<file path="config.mk">
export PLATFORM = sky130hd
export DESIGN_NAME = mdu_ctrl
export DESIGN_NICKNAME = d
export VERILOG_FILES = /design/src/rtl/mdu_ctrl.sv
export SDC_FILE = /design/constraint.sdc
export NUM_CORES = 2
export LEC_CHECK = 0
export ABC_AREA = 0
export CORE_MARGIN = 2
export CORE_UTILIZATION = 30
export DETAILED_ROUTE_END_ITERATION = 6
export PLACE_DENSITY = 0.42
export RECOVER_POWER = 25
export SYNTH_ARGS = -nofsm -noshare
export SYNTH_HDL_FRONTEND = slang
export SYNTH_SLANG_ARGS = --single-unit
</file>
<file path="constraint.sdc">
create_clock -name clk -period 24.1 [get_ports clk]
set_clock_uncertainty 0.2 [all_clocks]
set_input_delay 3.615 -clock clk [delete_from_list [all_inputs] [get_ports clk]]
set_output_delay 3.615 -clock clk [all_outputs]
set_load 0.01 [all_outputs]
</file>
<file path="src/rtl/mdu_ctrl.sv">
`default_nettype none
// ============================================================================
// Module   : mdu_ctrl
// Purpose  : Multi-cycle sequencer for the RV32M multiply/divide unit in EX.
//            Runs a registered multiply or a restoring divide (one bit per
//            cycle), stalls the pipeline while working, and pulses done with
//            the result. A flush abandons any in-flight operation.
// Ports    : clk     - clock, rising edge
//            rst_n   - asynchronous active-low reset
//            start   - valid M instruction in EX this cycle
//            funct3  - M-extension operation select
//            a_in    - rs1 operand
//            b_in    - rs2 operand
//            flush   - kill in-flight operation
//            busy    - stall request (combinational)
//            done    - one-cycle completion pulse (registered)
//            result  - registered result, held until the next done
// Revision : 1.0 - initial release
// ============================================================================
module mdu_ctrl #(
    parameter int XLEN = 32
) (
    input  logic            clk,
    input  logic            rst_n,
    input  logic            start,
    input  logic [2:0]      funct3,
    input  logic [XLEN-1:0] a_in,
    input  logic [XLEN-1:0] b_in,
    input  logic            flush,
    output logic            busy,
    output logic            done,
    output logic [XLEN-1:0] result
);

    localparam int CNT_W = $clog2(XLEN);
    localparam logic [CNT_W-1:0] CNT_MAX = CNT_W'(XLEN - 1);
    localparam logic [XLEN-1:0]  INT_MIN = {1'b1, {(XLEN-1){1'b0}}};

    typedef enum logic [2:0] {
        S_IDLE = 3'd0,
        S_MUL  = 3'd1,
        S_DIV  = 3'd2,
        S_FIX  = 3'd3,
        S_DONE = 3'd4
    } state_t;

    state_t            state_q, state_d;
    // a_q holds rs1 for multiply, or the dividend shifting out / quotient
    // shifting in during divide. b_q holds rs2 or the divisor magnitude.
    logic [XLEN-1:0]   a_q, a_d;
    logic [XLEN-1:0]   b_q, b_d;
    logic [XLEN-1:0]   rem_q, rem_d;
    logic [XLEN-1:0]   result_q, result_d;
    logic [1:0]        op_q, op_d;
    logic              neg_quo_q, neg_quo_d;
    logic              neg_rem_q, neg_rem_d;
    logic [CNT_W-1:0]  cnt_q, cnt_d;

    logic              div_signed;
    logic              div_ovf;
    logic [XLEN:0]     rem_shift;
    logic [XLEN:0]     rem_diff;
    logic              mul_sgn_a;
    logic              mul_sgn_b;
    logic [2*XLEN+1:0] mul_a;
    logic [2*XLEN+1:0] mul_b;
    logic [2*XLEN+1:0] mul_p;
    logic              mul_unused;

    always_comb begin
        div_signed = ~funct3[0];
        div_ovf    = div_signed && (a_in == INT_MIN) && (b_in == '1);

        rem_shift  = {rem_q, a_q[XLEN-1]};
        rem_diff   = rem_shift - {1'b0, b_q};

        // 33-bit operand extension, carried out to the full 66-bit product
        // width so a plain modular multiply yields the signed result.
        mul_sgn_a  = (op_q == 2'b01) || (op_q == 2'b10);
        mul_sgn_b  = (op_q == 2'b01);
        mul_a      = {{(XLEN+2){mul_sgn_a & a_q[XLEN-1]}}, a_q};
        mul_b      = {{(XLEN+2){mul_sgn_b & b_q[XLEN-1]}}, b_q};
        mul_p      = mul_a * mul_b;
        mul_unused = ^mul_p[2*XLEN+1:2*XLEN];

        state_d    = state_q;
        a_d        = a_q;
        b_d        = b_q;
        rem_d      = rem_q;
        result_d   = result_q;
        op_d       = op_q;
        neg_quo_d  = neg_quo_q;
        neg_rem_d  = neg_rem_q;
        cnt_d      = cnt_q;
        busy       = 1'b0;

        case (state_q)
            S_IDLE: begin
                if (start && !flush) begin
                    busy      = 1'b1;
                    a_d       = a_in;
                    b_d       = b_in;
                    op_d      = funct3[1:0];
                    neg_quo_d = 1'b0;
                    neg_rem_d = 1'b0;
                    if (!funct3[2]) begin
                        state_d = S_MUL;
                    end else if (b_in == '0) begin
                        state_d  = S_DONE;
                        result_d = funct3[1] ? a_in : '1;
                    end else if (div_ovf) begin
                        // DIV yields INT_MIN (equal to a_in here), REM yields 0
                        state_d  = S_DONE;
                        result_d = funct3[1] ? '0 : a_in;
                    end else begin
                        state_d   = S_DIV;
                        a_d       = (div_signed && a_in[XLEN-1]) ? -a_in : a_in;
                        b_d       = (div_signed && b_in[XLEN-1]) ? -b_in : b_in;
                        rem_d     = '0;
                        cnt_d     = CNT_MAX;
                        neg_quo_d = div_signed && (a_in[XLEN-1] ^ b_in[XLEN-1]);
                        neg_rem_d = div_signed && a_in[XLEN-1];
                    end
                end
            end
            S_MUL: begin
                busy     = 1'b1;
                result_d = (op_q == 2'b00) ? mul_p[XLEN-1:0] : mul_p[2*XLEN-1:XLEN];
                state_d  = S_DONE;
            end
            S_DIV: begin
                busy = 1'b1;
                // The remainder never exceeds the divisor, so a borrow in
                // the top bit of the difference means "restore".
                if (!rem_diff[XLEN]) begin
                    rem_d = rem_diff[XLEN-1:0];
                    a_d   = {a_q[XLEN-2:0], 1'b1};
                end else begin
                    rem_d = rem_shift[XLEN-1:0];
                    a_d   = {a_q[XLEN-2:0], 1'b0};
                end
                if (cnt_q == '0) begin
                    state_d = S_FIX;
                end else begin
                    cnt_d = cnt_q - CNT_W'(1);
                end
            end
            S_FIX: begin
                busy = 1'b1;
                if (op_q[1]) begin
                    result_d = neg_rem_q ? -rem_q : rem_q;
                end else begin
                    result_d = neg_quo_q ? -a_q : a_q;
                end
                state_d = S_DONE;
            end
            S_DONE: begin
                state_d = S_IDLE;
            end
            default: begin
                state_d = S_IDLE;
            end
        endcase

        if (flush) begin
            state_d  = S_IDLE;
            result_d = result_q;
        end
    end

    always_ff @(posedge clk or negedge rst_n) begin
        if (!rst_n) begin
            state_q   <= S_IDLE;
            a_q       <= '0;
            b_q       <= '0;
            rem_q     <= '0;
            result_q  <= '0;
            op_q      <= '0;
            neg_quo_q <= 1'b0;
            neg_rem_q <= 1'b0;
            cnt_q     <= '0;
        end else begin
            state_q   <= state_d;
            a_q       <= a_d;
            b_q       <= b_d;
            rem_q     <= rem_d;
            result_q  <= result_d;
            op_q      <= op_d;
            neg_quo_q <= neg_quo_d;
            neg_rem_q <= neg_rem_d;
            cnt_q     <= cnt_d;
        end
    end

    assign done   = (state_q == S_DONE);
    assign result = result_q;

endmodule
`default_nettype wire

</file>
==> flow_summary.toml <==
[clock_network]
cts_repair_resize_count = 0
cts_sinks = 140
cts_setup_buffers = 0
cts.path.max_buffers = 2
cts_hold_buf = 0
root_buffer = "clkbuf_16"
clkTransAtPathRegs_ns = 0.06
insertion_delay_ns = 0.49
cts_tree = "yes"
cts_max_level = 4
numCtsBuffers = 17

[synth]
synth_cell_types = 83
syn-cell-area_um2 = 49500
yosys-top-cells-area = "fa_1 (46%), inv_1 (9.4%), nand2_1 (7.4%)"
post_synth.cell_area_avg_um2 = 8.64
synth_edf_count = 0
netlist_instances = 5727
synth_top_area_share_pct = 45.5
ys_ff_latch = 140
ys.flop_type = "dfrtp_1"
synth-seq-area-share_pct = 7.08
async_reset_ff_share_pct = 100
synth_largest_area_cell = "fa_1"
yosysWarnings = 0
synthesis.nets = 7178

[worst_setup_path]
r2r-end = "result[27]"
ff2ff_setup_slack_ns = 13.90
reg2reg_from = "op_q[1]"
required_ns = 24.27
crit_fanout = 18
start_kind = "register"
crit_slowest_cell = "fa_1"
path_class = "register to register"
crit_path_end_kind = "register"
crit_arrival_ns = 10.37
r2r_cells = 29
cpPeakStageDelay_ns = 0.86

[floorplan]
die-area_um2 = 168000
die_w_um = 410
start_util_pct = 30.1
num_rows = 149
io_pins = 105
core_um2 = 164000
die_h_um = 410

[finish]
utilization_pct = 32.4
n_fill_cell = 17600
postLayoutCellArea_um2 = 53300
syn_to_final_growth_pct = 7.68
drive_gt1_share_pct = 3.08
fin_nets = 7049
fin_cells = 7803

[hold_path]
holdPathStages = 2
min-delay-start = "b_q[8]"
worstHoldEndpoint = "b_q[8]"
hold_path.class = "register to register"

[timing]
finalCritPeriodShare_pct = 42.3
relSlewSlack_pct = -313
drv_slew = 94
rsz0062_at_grt = "no"
clock.fmax_mhz = 98.1
fin_setup_tns_ns = 0
setup_viol = 0
finalCriticalPeriod_ns = 10.20
tightest_slew_ns = 6.20
finalHoldViolations = 0

[drt]
wirelength_um = 183000
post-route-drc-count = 0
post_drt_via_cell_ratio = 4.98
drt_iter0_drc = 2819
drt_pass1_iterations = 5
ant_nets = 0
wl_per_cell_um = 23.5
vias = 38800

[place]
postPlaceCellArea_um2 = 52800
gp_congestion = 0.935
dp_cells = 7768
place.port_buffers = 104
dp_hpwl_um = 147000

[run]
maxCapViolCount = 1

[grt]
gr-usage-all-layers_pct = 22.3
grt_pass1_vias = 41700
grt_pass1_wl_um = 280000
antenna_found_initial = 9
grt_max_degree = 97
gr-total-overflow = 0

[status]
status = "finished, violations left"
violations = "capacitance limit, slew limit"
## registers in the layout, indices dropped and copies added, names as in the netlist
name       flops
neg_rem_q      1
state_q        3
neg_quo_q      1
a_q           32
result        32
rem_q         32
b_q           32
op_q           2
cnt_q          5
## Yosys cell counts, types with 26 or more instances
cell / instances
clkbuf_1: 281
o31ai_1: 39
nor3_1: 32
nand4_1: 31
dfrtp_1: 140
mux2i_1: 26
a21oi_1: 141
a22oi_1: 38
nor2_1: 211
ha_1: 254
o21ai_0: 203
and2_1: 234
fa_1: 1126
inv_1: 1241
xnor2_1: 104
nand3_1: 26
and3_1: 35
nand2_1: 971
xor2_1: 110
buf_1: 58
a21o_1: 56
## through the flow
stage	hold WS (ns)	setup WS, ns
5_1_grt	0.302	13.34
3_3_place_gp	0.263	14.14
3_5_place_dp	0.273	14.00
6_report	0.282	13.90
2_1_floorplan	0.262	15.20
4_1_cts	0.287	13.94
## how the worst max path moves through the flow
stage	startpoint	to
2_1_floorplan	op_q[1]	result[27]
5_1_grt	op_q[1]	result[25]
4_1_cts	op_q[1]	result[27]
3_3_place_gp	op_q[1]	result[27]
6_report	op_q[1]	result[27]
3_5_place_dp	op_q[1]	result[27]
## worst max-delay path, delay by kind of cell, from the launching register on
| kind | cells | cell delay (ns) |
|---|---|---|
| buffers and inverters | 8 | 1.20 |
| flip-flops | 1 | 0.34 |
| AND/OR/NAND/NOR | 7 | 1.80 |
| adder cells (fa/ha/maj) | 10 | 5.49 |
| XOR/XNOR | 1 | 0.12 |
| AO/OA/AOI/OAI | 3 | 0.90 |
## layout by cell type, fill, tap and decap left out, types with 103 or more instances in the layout
master,count
inv_1,1241
fa_1,1126
nand2_1,971
ha_1,254
and2_1,234
nor2_1,210
o21ai_0,203
a21oi_1,141
dfrtp_1,138
xor2_1,110
xnor2_1,104
clkdlybuf4s50_1,103
## cell families after synthesis
group,after synthesis,synth area share (%)
and+or+nand+nor,1666,15.2
xor gates and xnor gates,215,3.82
adders and majority gates,1402,52.4
DFF,140,7.08
buffers and inverters,1596,12.1
AOI/OAI and AO/OA,682,8.82
muxes,26,0.526
## cell type report
cell class              instances  area, um2  area share, %
flip-flops and latches        140       3510           6.58
repair buffers                203       1780           3.34
inverters                    1245       4670           8.77
clock inverters                 8       71.3          0.134
multi-input cells            3991      40100           75.1
clock buffers                  21        470          0.883
diodes                          6       15.0         0.0282
well taps                    2189       2740           5.14
## metal layers
metal	wire [um]	global-route usage (%)	up-vias
met4	3810	4.67	2
met3	7810	1.83	169
met1	83500	31.5	20600
li1	-	-	17000
met2	88300	37.3	1006
met5	14	0	-
Power is not shown: default switching activity piles up to over one toggle a cycle in this logic, so the estimate is an artifact.
